<file path="config.mk">
export PLATFORM = sky130hd
export DESIGN_NAME = mac_share_sched
export DESIGN_NICKNAME = d
export VERILOG_FILES = /design/src/rtl/mac_share_pkg.sv /design/src/rtl/mac_share_sched_rr_arbiter.sv /design/src/rtl/mac_share_sched.sv
export SDC_FILE = /design/constraint.sdc
export NUM_CORES = 1
export LEC_CHECK = 0
export CORE_AREA = 3 3 156 158
export CTS_BUF_LIST = sky130_fd_sc_hd__clkbuf_8
export CTS_CLUSTER_DIAMETER = 150
export CTS_CLUSTER_SIZE = 20
export DETAILED_ROUTE_END_ITERATION = 8
export DIE_AREA = 0 0 159 161
export PLACE_DENSITY_LB_ADDON = 0.15
export SLEW_MARGIN = 20
export SYNTH_ARGS = -nofsm -noshare
export SYNTH_HDL_FRONTEND = slang
export SYNTH_SLANG_ARGS = --single-unit
</file>
<file path="constraint.sdc">
create_clock -name i_clk -period 4.9 [get_ports i_clk]
set_input_delay 0.735 -clock i_clk [delete_from_list [all_inputs] [get_ports i_clk]]
set_output_delay 0.735 -clock i_clk [all_outputs]
set_load 0.005 [all_outputs]
</file>
<file path="src/rtl/mac_share_pkg.sv">
// Shared types and helpers for the MAC-sharing scheduler: tag width
// derivation, the tag-pipeline stage record and a one-hot decoder.
package mac_share_pkg;

    // Largest supported requester count and the tag width that covers it
    localparam int MAX_REQ   = 16;
    localparam int MAX_TAG_W = 4;

    // Tag width for a given requester count, never narrower than one bit
    function automatic int tag_width(input int n_req);
        return (n_req <= 2) ? 1 : $clog2(n_req);
    endfunction

    // One slot of the owner-tracking pipeline; tag is zero-extended to the maximum width
    typedef struct packed {
        logic                 vld;
        logic [MAX_TAG_W-1:0] tag;
    } tag_stage_t;

    // Decode an owner tag into a one-hot requester vector
    function automatic logic [MAX_REQ-1:0] onehot(input logic [MAX_TAG_W-1:0] tag);
        logic [MAX_REQ-1:0] r;
        r      = '0;
        r[tag] = 1'b1;
        return r;
    endfunction

endpackage

</file>
<file path="src/rtl/mac_share_sched_rr_arbiter.sv">
// Rotating-priority arbiter: picks the first asserted request at or after
// the priority pointer, wrapping modulo N_REQ.
module rr_arbiter #(
    parameter int N_REQ = 4,
    parameter int W_TAG = 2
) (
    input  logic [N_REQ-1:0] i_req,
    input  logic [W_TAG-1:0] i_ptr,
    output logic [N_REQ-1:0] o_grant,
    output logic [W_TAG-1:0] o_winner,
    output logic             o_any
);

    logic [W_TAG:0]   w_sum;
    logic [W_TAG-1:0] w_idx;

    // Scan from the farthest offset down so the closest requester to ptr wins last
    always_comb begin
        o_grant  = '0;
        o_winner = '0;
        o_any    = 1'b0;
        w_sum    = '0;
        w_idx    = '0;
        for (int k = N_REQ - 1; k >= 0; k--) begin
            w_sum = {1'b0, i_ptr} + (W_TAG + 1)'(k);
            if (w_sum >= (W_TAG + 1)'(N_REQ)) begin
                w_sum = w_sum - (W_TAG + 1)'(N_REQ);
            end
            w_idx = w_sum[W_TAG-1:0];
            if (i_req[w_idx]) begin
                o_any          = 1'b1;
                o_winner       = w_idx;
                o_grant        = '0;
                o_grant[w_idx] = 1'b1;
            end
        end
    end

endmodule

</file>
<file path="src/rtl/mac_share_sched.sv">
// Round-robin scheduler in front of one shared fixed-latency MAC datapath.
// Grants one requester per advancing cycle, carries the owner tag alongside
// the datapath, and returns each result as a registered one-hot pulse.
module mac_share_sched
    import mac_share_pkg::*;
#(
    parameter int W_DATA = 32,
    parameter int N_REQ  = 4,
    parameter int LAT    = 3
) (
    input  logic                    i_clk,
    input  logic                    resetn,
    input  logic [N_REQ-1:0]        req_valid,
    output logic [N_REQ-1:0]        req_ready,
    input  logic [N_REQ*W_DATA-1:0] req_a,
    input  logic [N_REQ*W_DATA-1:0] req_b,
    output logic                    dp_valid,
    output logic [W_DATA-1:0]       dp_a,
    output logic [W_DATA-1:0]       dp_b,
    input  logic                    dp_ready,
    input  logic [W_DATA-1:0]       dp_result,
    output logic [N_REQ-1:0]        rsp_valid,
    output logic [W_DATA-1:0]       rsp_data,
    output logic                    busy
);

    localparam int W_TAG = tag_width(N_REQ);

    logic [W_TAG-1:0]  r_ptr;
    logic [N_REQ-1:0]  w_grant;
    logic [W_TAG-1:0]  w_winner;
    logic              w_any;
    logic              w_adv;
    logic              w_xfer;
    tag_stage_t        r_tag_p [LAT];
    logic [N_REQ-1:0]  r_rsp_valid;
    logic [W_DATA-1:0] r_rsp_data;

    rr_arbiter #(
        .N_REQ (N_REQ),
        .W_TAG (W_TAG)
    ) u_arb (
        .i_req    (req_valid),
        .i_ptr    (r_ptr),
        .o_grant  (w_grant),
        .o_winner (w_winner),
        .o_any    (w_any)
    );

    // Handshake is forced idle while reset is held so nothing issues during reset
    assign w_adv     = dp_ready & resetn;
    assign w_xfer    = w_any & w_adv;
    assign req_ready = w_grant & {N_REQ{w_adv}};
    assign dp_valid  = w_xfer;
    assign rsp_valid = r_rsp_valid;
    assign rsp_data  = r_rsp_data;

    // Operand mux driven by the one-hot grant; zero when nobody requests
    always_comb begin
        dp_a = '0;
        dp_b = '0;
        for (int i = 0; i < N_REQ; i++) begin
            if (w_grant[i]) begin
                dp_a = req_a[i*W_DATA +: W_DATA];
                dp_b = req_b[i*W_DATA +: W_DATA];
            end
        end
    end

    // Priority pointer moves just past the requester that transferred
    always_ff @(posedge i_clk or negedge resetn) begin
        if (!resetn) begin
            r_ptr <= '0;
        end else if (w_xfer) begin
            r_ptr <= (w_winner == W_TAG'(N_REQ - 1)) ? '0 : w_winner + 1'b1;
        end
    end

    // Owner tags shadow the datapath and freeze with it when dp_ready is low
    always_ff @(posedge i_clk or negedge resetn) begin
        if (!resetn) begin
            for (int k = 0; k < LAT; k++) begin
                r_tag_p[k] <= '0;
            end
        end else if (dp_ready) begin
            r_tag_p[0] <= {w_xfer, MAX_TAG_W'(w_winner)};
            for (int k = 1; k < LAT; k++) begin
                r_tag_p[k] <= r_tag_p[k-1];
            end
        end
    end

    // Response register: one pulse per completed tag; a stall gives a zero
    // pulse while the last stage holds, so its result is sent exactly once
    always_ff @(posedge i_clk or negedge resetn) begin
        if (!resetn) begin
            r_rsp_valid <= '0;
            r_rsp_data  <= '0;
        end else if (dp_ready) begin
            r_rsp_valid <= r_tag_p[LAT-1].vld ? N_REQ'(onehot(r_tag_p[LAT-1].tag)) : '0;
            if (r_tag_p[LAT-1].vld) begin
                r_rsp_data <= dp_result;
            end
        end else begin
            r_rsp_valid <= '0;
        end
    end

    // Busy while anything is in flight or a response is being presented
    always_comb begin
        busy = |r_rsp_valid;
        for (int k = 0; k < LAT; k++) begin
            busy = busy | r_tag_p[k].vld;
        end
    end

endmodule

</file>
# [Word-level counts from Yosys, hierarchy flattened]
# Index checks and enable logic that the tools add are counted.
[totals] register_bits=47 in_bits=295 out_inout_bits=106 elab_cells=90
[op_classes] add_sub_neg=8 magnitude_cmp=14 n_eq_ne=1 n_mux=45 bitwise_logic=6 n_reduce_logical=7
[ops] cell="$mux W32" n=8
[ops] cell="$mux W4" n=6
[ops] cell="$mux W2" n=9
[ops] cell="$mux W1" n=13
[ops] cell="$lt A2 B3 Y1 const B" n=4
[ops] cell="$demux W1 S2" n=5
[ops] cell="$ge A2 B1 Y1 const B" n=5
[ops] cell="$ge A3 B3 Y1 const B" n=3
[ops] cell="$bmux W1 S2" n=4
[ops] cell="$sub A2 B1 Y2 const B" n=4
[ops] cell="$add A2 B2 Y3 const B" n=2
[ops] cell="$logic_and A1 B1 Y1" n=5
[ops] cell="$lt A2 B5 Y1 const B" n=1
[ops] cell="$and A4 B4 Y4" n=1
[ops] cell="$reduce_or A4 Y1" n=1
[ops] cell="$add A2 B1 Y3 const B" n=1
[ops] cell="$ge A2 B3 Y1 const B" n=1
[ops] cell="$or A1 B1 Y1" n=3
[ops] cell="$add A2 B1 Y2 const B" n=1
[ops] cell="$and A1 B1 Y1" n=2
[ops] cell="$eq A2 B2 Y1 const B" n=1
[ops] cell="$reduce_and A2 Y1" n=1

# [Longest topological paths before layout]
# Gate-level depths: netlist (run 1).
[logic_depth] ltp_word=15 depth_mapped=14 ltp_nobuf=9

# [Cells and area by module]
# A second synthesis (run 1) with hierarchy kept.
[unflattened] cells_unflattened=429 hier_area_um2=4566.9
[by_module_without_submodules] module="mac_share_sched" n_inst=1 cells_per_inst=344 area_per_inst_um2=3883.7 seq_area_each_um2=1176.1
[by_module_without_submodules] module="rr_arbiter" n_inst=1 cells_per_inst=85 area_per_inst_um2=683.2 seq_area_each_um2=0.0

# [Worst setup path after synthesis (run 1)]
# OpenSTA, ideal clock, no wires.
[synth_path] path_kind="register to output" from="register r_ptr[0]" to="output port dp_a[21]" t_arrival_ns=3.399 t_required_ns=4.165 path_slack_ns=0.766 stages_incl_launch_ff=15 path_buffers=6 path_cell_list="dfrtp_1 buf_6 clkbuf_1 inv_1 ha_1 clkbuf_1 mux4_2 buf_2 or4b_1 o211ai_2 buf_6 buf_2 a31o_2 a31oi_1 o31ai_2"
[synth_via] elab_chain_cells=15 elab_cells_between_ends=51 classes_between="add/sub: 7; order compare: 12; mux: 28; reduce/logical: 4"
[synth_lines] item="start: declaration" line_no="mac_share_sched.sv:29" rtl="logic [W_TAG-1:0] r_ptr;"
[synth_lines] item="start signal: assignment" line_no="mac_share_sched.sv:75" rtl="r_ptr <= (w_winner == W_TAG'(N_REQ - 1)) ? '0 : w_winner + 1'b1;"
[synth_lines] item="$add A2 B2 Y3" line_no="mac_share_sched_rr_arbiter.sv:25" rtl="w_sum = {1'b0, i_ptr} + (W_TAG + 1)'(k);"
[synth_lines] item="$ge A3 B3 Y1 or $sub A2 B1 Y2 (tied branches)" line_no="mac_share_sched_rr_arbiter.sv:26, mac_share_sched_rr_arbiter.sv:27"
[synth_lines] item="$mux W2" line_no="mac_share_sched_rr_arbiter.sv:26" rtl="if (w_sum >= (W_TAG + 1)'(N_REQ)) begin"
[synth_lines] item="$lt A2 B3 Y1 (implied by the code) or $ge A2 B1 Y1 (tied branches)" line_no="mac_share_sched_rr_arbiter.sv:34" rtl="o_grant[w_idx] = 1'b1;"
[synth_lines] item="$logic_and A1 B1 Y1 (implied by the code)" line_no="mac_share_sched_rr_arbiter.sv:34"
[synth_lines] item="$mux W1 (implied by the code)" line_no="mac_share_sched_rr_arbiter.sv:34"
[synth_lines] item="$demux W1 S2"
[synth_lines] item="$mux W4 (3 in a row)" line_no="mac_share_sched_rr_arbiter.sv:30" rtl="if (i_req[w_idx]) begin"
[synth_lines] item="$mux W4 (*)" line_no="mac_share_sched_rr_arbiter.sv:30"
[synth_lines] item="$mux W32 (3 in a row)" line_no="mac_share_sched.sv:63" rtl="if (w_grant[i]) begin"
[synth_lines] item="$mux W32 (*)" line_no="mac_share_sched.sv:63"
[synth_lines] item="end: declaration" line_no="mac_share_sched.sv:18" rtl="output logic [W_DATA-1:0] dp_a,"
# Every way passes the cells marked *; elsewhere a longest branch is shown, timed or not. The select of a mux whose other input is x is not followed.

# [Worst setup path after layout (run 1)]
[layout_path] from="input port req_valid[1]" to="output port dp_b[30]"
[layout_via] elab_chain_cells=10 elab_cells_between_ends=16 classes_between="mux: 16"
[layout_lines] item="start: declaration" line_no="mac_share_sched.sv:13" rtl="input logic [N_REQ-1:0] req_valid,"
[layout_lines] item="$bmux W1 S2" line_no="mac_share_sched_rr_arbiter.sv:30"
[layout_lines] item="$mux W1 (implied by the code)" line_no="mac_share_sched_rr_arbiter.sv:30"
[layout_lines] item="$mux W4 (3 in a row)" line_no="mac_share_sched_rr_arbiter.sv:30"
[layout_lines] item="$mux W4 (*)" line_no="mac_share_sched_rr_arbiter.sv:30"
[layout_lines] item="$mux W32 (3 in a row)" line_no="mac_share_sched.sv:63"
[layout_lines] item="$mux W32 (*)" line_no="mac_share_sched.sv:63"
[layout_lines] item="end: declaration" line_no="mac_share_sched.sv:19" rtl="output logic [W_DATA-1:0] dp_b,"
# Marked as above.

==> results.json, run 1 <==
{
  "core-area_um2": 23300,
  "grt_usage": 0.189,
  "routed-wl-met2_um": 13000,
  "synthArstFlopShare": 1.00,
  "yosysSeqAreaShare": 0.242,
  "synth_area_leader_cell": "dfrtp_1",
  "synth_edf_count": 0,
  "cts.sinks": 47,
  "cts_resized": 0,
  "worstPathArrival_ps": 4010,
  "drt_iter0_markers": 305,
  "vias_per_cell": 4.81,
  "synth_common_cells": "nand2_1, nor2_1, a31oi_1",
  "dr_wl_met3_um": 2020,
  "crit_type": "in2out",
  "status": "finished clean",
  "die_h_um": 161,
  "synth.top_cells.by_area": "dfrtp_1, o31ai_2, mux2_2",
  "final.min_clock_period_ps": 4750,
  "setup_viol": 0,
  "comb_power_share": 0.890,
  "die_w_um": 159,
  "grt_pass1_vias": 6132,
  "drc": 0,
  "numPortBuffers": 400,
  "dieArea_um2": 25600,
  "p_clk_frac": 0.034,
  "antenna_found_initial": 7,
  "clockBufferDepth": 2,
  "wl_per_cell_um": 20.5,
  "ys_warn_count": 0,
  "cts-root-buf": "clkbuf_8",
  "synth_top_area_frac": 0.242,
  "routabilityCongestion": 0.855,
  "rsz0062_at_grt": "no",
  "synth_most_common_cell": "nand2_1",
  "synth_cell_types": 42,
  "pre_cts_ws_ps": 14.0,
  "ir_worst_vdd_mv": 0.491,
  "tightest_slew_ps": 589,
  "crit_required_ps": 4160,
  "syn_to_final_growth_pct": 94.3,
  "htree_levels": 2,
  "cts_hold_buf": 0,
  "seq_power_share": 0.076,
  "cts_buffers": 5,
  "place_hpwl_um": 20300,
  "top_layer": "met5",
  "final.setup.worst_slack_ps": 153,
  "cts_tree": "done",
  "setup_tns_ps": 0,
  "p_leak_uw": 0.00352,
  "nNetsFinal": 1234,
  "initial_core_util": 0.209,
  "power.net_switching_uw": 3420,
  "drv_slew": 0,
  "drive_gt1_frac": 0.216,
  "min_path_type": "in2async",
  "grt_max_degree": 65,
  "timing.final.crit_share": 0.969,
  "rows": 56,
  "clk_latency_ps": 310,
  "post_cts_buffers": 0,
  "grt_overflow": 0,
  "drt-total-wl_um": 25700,
  "via_count": 6031,
  "synth_area_um2": 4860,
  "synth_ff_type": "dfrtp_1",
  "path_clk_slew_ps": 80,
  "relSlewSlack": 0.607,
  "synth.avg_cell_area_um2": 8.75,
  "path_max_fanout": 64,
  "dr.pass1.iters": 5,
  "fmax_ghz": 0.211,
  "crit_path_start_kind": "primary input",
  "grt_pass1_wl_um": 38400,
  "finalHoldViolCount": 0,
  "powerDensity_nw_per_um2": 815,
  "sw_frac_of_total": 0.445,
  "max_cap_viol_count": 0,
  "finalClockSkew_ps": 3.81,
  "ys_ff_latch": 47,
  "p_int_uw": 4280,
  "ant_nets": 0,
  "syn_nets": 860,
  "wl_met1_um": 10300,
  "fill_cells": 2401,
  "end_kind": "primary output",
  "syn_inst": 556,
  "ios": 401
}
[registers in the layout (all words and copies together) (netlist names)]
name       count
rsp_data      32
r_tag_p        9
rsp_valid      4
r_ptr          2
[worst max-delay path, cell delays in order]
cell and delay [ps]:
clkdlybuf4s50_1 450, mux4_2 570, or4b_4 540, a32oi_4 280, buf_12 300, a31o_2 150
a31oi_1 40, o31ai_2 340, clkdlybuf4s50_1 580
[per-stage QoR]
step	std cells	util	hold WS [ps]	power [uW]	instance area [um^2]
floorplan	556	-	439	4320	4860
global placement	1242	0.401	486	7500	9320
detailed placement	1242	0.401	493	7500	9320
CTS	1250	0.405	215	7790	9430
global route	1254	0.406	200	8270	9450
finish	1254	0.406	228	7700	9450
[layout by cell type, fill, tap and decap left out, types with 5 or more instances in the layout]
cell type	count
mux2_2	42
clkbuf_8	7
o31ai_1	5
dfrtp_1	47
buf_12	9
a31oi_1	64
a31o_2	42
o31ai_2	61
ha_1	8
clkdlybuf4s50_1	399
nand2_1	71
inv_1	6
o21ai_0	5
buf_4	25
a31o_1	22
nor2b_1	8
nor2_1	68
[metal layers]
metal	up-vias	track usage
li1	2858	-
met1	2905	0.228
met2	242	0.335
met3	20	0.0587
met4	6	0.0346
met5	-	0
[area by class of cell]
type / instances / area, um^2 / share of cell area
diodes: 4 / 10.0 / 0.00106
clock buffers: 7 / 96.3 / 0.0102
clock inverters: 1 / 7.51 / 0.000794
inverters: 6 / 22.5 / 0.00238
multi-input cells: 436 / 3370 / 0.357
flip-flops and latches: 47 / 1180 / 0.124
well taps: 319 / 399 / 0.0422
repair buffers: 434 / 4370 / 0.462
[power by group through the flow]
| stage | Sequential (uW) | Clock [uW] | Combinational [uW] |
|---|---|---|---|
| after detailed placement | 590 | 0 | 6910 |
| after floorplan | 594 | 0 | 3730 |
| after CTS | 584 | 275 | 6930 |
| final | 582 | 263 | 6860 |
| after global placement | 585 | 0 | 6910 |
| after global routing | 598 | 294 | 7380 |
[logic make-up (layout without fill, tap and decap cells)]
| logic type | after synthesis | in the layout | synth area share |
|---|---|---|---|
| AO/OA/AOI/OAI | 215 | 215 | 0.396 |
| adder cells (fa/ha/maj) | 9 | 9 | 0.0232 |
| buffers and inverters | 73 | 448 | 0.0756 |
| flip-flops | 47 | 47 | 0.242 |
| multiplexers | 50 | 50 | 0.124 |
| other | 0 | 4 | 0 |
| AND/OR/NAND/NOR | 162 | 162 | 0.139 |
[final timing paths]
path,startpoint,to,slack [ps],cells after the start
min,resetn,r_ptr[1]$_DFFE_PN0P_,230,1
min in group i_clk,r_tag_p[1]$_DFFE_PN0P_,rsp_valid[1]$_DFF_PN0_,510,1
max in group asynchronous,resetn,rsp_data[19]$_DFFE_PN0P_,3900,2
max reg2reg,r_ptr[0]$_DFFE_PN0P_,r_ptr[1]$_DFFE_PN0P_,2460,9
min reg2reg,r_tag_p[1]$_DFFE_PN0P_,rsp_valid[1]$_DFF_PN0_,510,1
max,req_valid[1],dp_b[30],150,9
(Power assumes the default switching activity.)
==> inputs of run 2 (changes only) <==
==> constraint.sdc (replaced) <==
create_clock -name i_clk -period 5.1 [get_ports i_clk]
set_input_delay 0.765 -clock i_clk [delete_from_list [all_inputs] [get_ports i_clk]]
set_output_delay 0.765 -clock i_clk [all_outputs]
set_load 0.005 [all_outputs]
==> results.json, run 2 (synthesis results as in run 1) <==
{
  "status": "finished clean",
  "fill_cells": 2371,
  "largest_register_ffs": 32,
  "routabilityCongestion": 0.846,
  "via_count": 5953,
  "drc": 0,
  "end_kind": "primary output",
  "fmax_ghz": 0.206,
  "cts.sinks": 47,
  "grt_pass1_wl_um": 38900,
  "cts_hold_buf": 0,
  "vias_per_cell": 4.77,
  "antenna_found_initial": 4,
  "crit_start": "req_valid[1]",
  "mostFrequentLayoutCells": "clkdlybuf4s50_1, nand2_1, nor2_1",
  "nNetsFinal": 1230,
  "cts_tree": "done",
  "core-area_um2": 23300,
  "grt_overflow": 0,
  "drive_gt1_frac": 0.210,
  "setup_viol": 0,
  "rows": 56,
  "syn_to_final_growth_pct": 95.1,
  "clockBufferDepth": 2,
  "crit_path_start_kind": "primary input",
  "crit_required_ps": 4340,
  "reg2reg_setup_slack_ps": 2530,
  "tightest_slew_ps": 788,
  "rsz0062_at_grt": "no",
  "regArea_um2": 1180,
  "numPortBuffers": 400,
  "timing.final.crit_share": 0.953,
  "mostFrequentLayoutCell": "clkdlybuf4s50_1",
  "htree_levels": 2,
  "drt_iter0_markers": 329,
  "place_hpwl_um": 20200,
  "dr.pass1.iters": 5,
  "ir_worst_vdd_mv": 0.321,
  "multi_input_area_um2": 3360,
  "path_clk_slew_ps": 90,
  "grt_pass1_vias": 6040,
  "max_cap_viol_count": 0,
  "drv_slew": 0,
  "final.min_clock_period_ps": 4860,
  "cts-root-buf": "clkbuf_8",
  "powerDensity_nw_per_um2": 796,
  "die_h_um": 161,
  "finalHoldViolCount": 0,
  "ant_nets": 0,
  "relSlewSlack": 0.475,
  "r2r-start": "r_ptr[1]$_DFFE_PN0P_",
  "grt_max_degree": 65,
  "final_util": 0.408,
  "crit_type": "in2out",
  "wl_per_cell_um": 20.9,
  "initial_core_util": 0.209,
  "p_leak_uw": 0.00354,
  "finalClockSkew_ps": 8.66,
  "path_max_fanout": 24,
  "drt-total-wl_um": 26100,
  "ios": 401,
  "min_path_type": "in2async",
  "dieArea_um2": 25600,
  "grt_usage": 0.193,
  "setup_tns_ps": 0,
  "clk_latency_ps": 300,
  "die_w_um": 159,
  "cts_buffers": 5,
  "worstPathArrival_ps": 4100
}
==> run 2: timing repair <==
action                                  CTS  global route
endpoints found under the setup margin    0             1
resized for setup                         0             1
buffers inserted                          0             0
==> run 2: per-layer routing <==
layer  vias up  global-route usage  part of all wire
met5         -                   0            0.0012
met4         4              0.0470             0.021
met3        28              0.0587             0.077
met2       246               0.336              0.49
met1      2827               0.234              0.41
li1       2848                   -                 -
==> run 2: worst max-delay path: stages <==
cell	delay [ps]
clkdlybuf4s50_1	450
mux4_2	570
or4b_4	540
a32oi_4	300
buf_4	320
a31o_2	150
a31oi_1	40
o31ai_2	360
clkdlybuf4s50_1	580
==> run 2: worst paths after layout <==
kind                                            endpoint  cells past startpoint
max in group asynchronous        r_tag_p[10]$_DFFE_PN0P_                      2
min in group i_clk              rsp_data[22]$_DFFE_PN0P_                      1
worst max register to register      r_ptr[1]$_DFFE_PN0P_                      9
worst max-delay path                            dp_b[30]                      9
worst min register to register  rsp_data[22]$_DFFE_PN0P_                      1
worst min-delay path                r_ptr[1]$_DFFE_PN0P_                      1
==> run 2: area by class of cell <==
| class | count | share of cell area |
|---|---|---|
| flip-flops and latches | 47 | 0.124 |
| multi-input cells | 436 | 0.355 |
| clock buffers | 5 | 0.00725 |
| diodes | 2 | 0.000528 |
| repair buffers | 430 | 0.462 |
| inverters | 6 | 0.00237 |
| clock inverters | 3 | 0.00673 |
| well taps | 319 | 0.0421 |
==> run 2: where the power goes <==
part / switching, uW / total [uW] / internal (uW)
Combinational: 3140 / 6670 / 3540
Clock: 124 / 318 / 194
Sequential: 66.6 / 560 / 494
==> run 2: per-stage QoR <==
stage	hold slack [ps]	worst slack (ps)	instance area, um^2	total power, uW	instances
global route	248	58.7	9490	8130	1248
global placement	486	199	9340	7300	1238
floorplan	455	936	4860	4150	556
finish	266	240	9490	7550	1248
CTS	252	141	9480	7640	1246
detailed placement	492	142	9340	7300	1238
==> inputs of run 3 (changes only) <==
--- a/config.mk
+++ b/config.mk
@@ -11,7 +11,7 @@
 export CTS_CLUSTER_SIZE = 20
 export DETAILED_ROUTE_END_ITERATION = 8
 export DIE_AREA = 0 0 159 161
-export PLACE_DENSITY_LB_ADDON = 0.15
+export SETUP_SLACK_MARGIN = 0.05
 export SLEW_MARGIN = 20
 export SYNTH_ARGS = -nofsm -noshare
 export SYNTH_HDL_FRONTEND = slang
==> results.json, run 3 (synthesis results as in run 1) <==
{
  "grt_pass1_vias": 6033,
  "drc": 0,
  "ant_nets": 0,
  "via_count": 5901,
  "ir_worst_vdd_mv": 0.359,
  "dr.pass1.iters": 4,
  "p_leak_uw": 0.00351,
  "cts_tree": "done",
  "initial_core_util": 0.209,
  "rows": 56,
  "setup_viol": 0,
  "max_cap_viol_count": 0,
  "final_cells": 1248,
  "crit_start": "req_valid[1]",
  "nNetsFinal": 1231,
  "crit_family": "buffers and inverters",
  "worstPathArrival_ps": 4170,
  "r2r-start": "r_ptr[0]$_DFFE_PN0P_",
  "die_h_um": 161,
  "grt_usage": 0.179,
  "cts-root-buf": "clkbuf_8",
  "status": "finished clean",
  "mostFrequentLayoutCells": "clkdlybuf4s50_1, nand2_1, nor2_1",
  "placed_cells": 1239,
  "powerDensity_nw_per_um2": 783,
  "ios": 401,
  "cts_hold_buf": 0,
  "antenna_found_initial": 1,
  "numPortBuffers": 400,
  "setup_tns_ps": 0,
  "dieArea_um2": 25600,
  "grt_max_degree": 46,
  "syn_to_final_growth_pct": 93.6,
  "vias_per_cell": 4.73,
  "timing.final.crit_share": 0.968,
  "drt-total-wl_um": 24500,
  "crit_path_start_kind": "primary input",
  "cts.sinks": 47,
  "place_hpwl_um": 19400,
  "crit_buf_inv": 3,
  "finalHoldViolCount": 0,
  "grt_pass1_wl_um": 36700,
  "htree_levels": 2,
  "finalClockSkew_ps": 7.22,
  "worstPathCellList": "clkdlybuf4s50_1 > mux4_2 > or4b_4 > a32oi_4 > buf_6 > a31o_2 > a31oi_1 > o31ai_2 > clkdlybuf4s50_1",
  "path_clk_slew_ps": 90,
  "drt_iter0_markers": 305,
  "slowest_stage": "clkdlybuf4s50_1",
  "min_path_type": "in2async",
  "cts_buffers": 5,
  "routabilityCongestion": 0.864,
  "end_kind": "primary output",
  "clockBufferDepth": 2,
  "clk_latency_ps": 300,
  "tightest_slew_ps": 681,
  "drv_slew": 0,
  "wl_per_cell_um": 19.6,
  "drive_gt1_frac": 0.212,
  "crit_required_ps": 4340,
  "grt_overflow": 0,
  "crit_top_cell": "clkdlybuf4s50_1",
  "fmax_ghz": 0.203,
  "relSlewSlack": 0.546,
  "crit_type": "in2out",
  "max_stage_delay_ps": 590,
  "path_max_fanout": 20,
  "die_w_um": 159,
  "mostFrequentLayoutCell": "clkdlybuf4s50_1",
  "core-area_um2": 23300,
  "rsz0062_at_grt": "no",
  "largest_register_ffs": 32,
  "final.min_clock_period_ps": 4940
}
## run 3: path summary, 6_finish.rpt
path	endpoint	slack [ps]	depth (start not counted)
setup / recovery	dp_b[20]	160	9
hold / removal	r_tag_p[6]$_DFFE_PN0P_	310	1
setup reg to reg	r_ptr[1]$_DFFE_PN0P_	2570	9
hold reg to reg	rsp_data[23]$_DFFE_PN0P_	510	1
max in group asynchronous	rsp_data[21]$_DFFE_PN0P_	4030	2
min in group i_clk	rsp_data[23]$_DFFE_PN0P_	510	1
## run 3: report_power, final
part / total (uW) / switching (uW) / internal (uW) / leakage (uW)
combinational: 6560 / 3080 / 3480 / 0.00289
clock: 243 / 132 / 111 / 0.0000474
sequential: 565 / 71.0 / 494 / 0.000566
## run 3: through the flow
step	total power, uW	worst slack (ps)	instance area [um^2]	utilization	hold WS (ps)
finish	7370	163	9410	0.405	306
global route	7930	52.9	9410	0.405	310
CTS	7480	112	9400	0.404	303
detailed placement	7210	127	9300	0.400	492
global placement	7160	191	9300	0.400	486
floorplan	4150	936	4860	-	455
## run 3: repair_timing
action | 4_1_cts | 5_1_grt
setup endpoints to repair | 0 | 2
gates resized for setup | 0 | 2
buffers inserted | 0 | 0
## run 3: routing by layer
layer	up-vias	routed length, um	GRT usage
met5	-	0	0
met4	0	448	0.0426
met3	20	1950	0.0518
met2	245	12100	0.314
met1	2780	9990	0.217
li1	2856	-	-
## run 3: final cells by class
cell class	instances	area [um^2]
Tap cell	319	399
Fill cell	2329	13800
Sequential cell	47	1180
Timing Repair Buffer	431	4360
Clock buffer	6	82.6
Multi-Input combinational cell	436	3350
Antenna cell	1	2.50
Clock inverter	2	16.3
Inverter	6	22.5
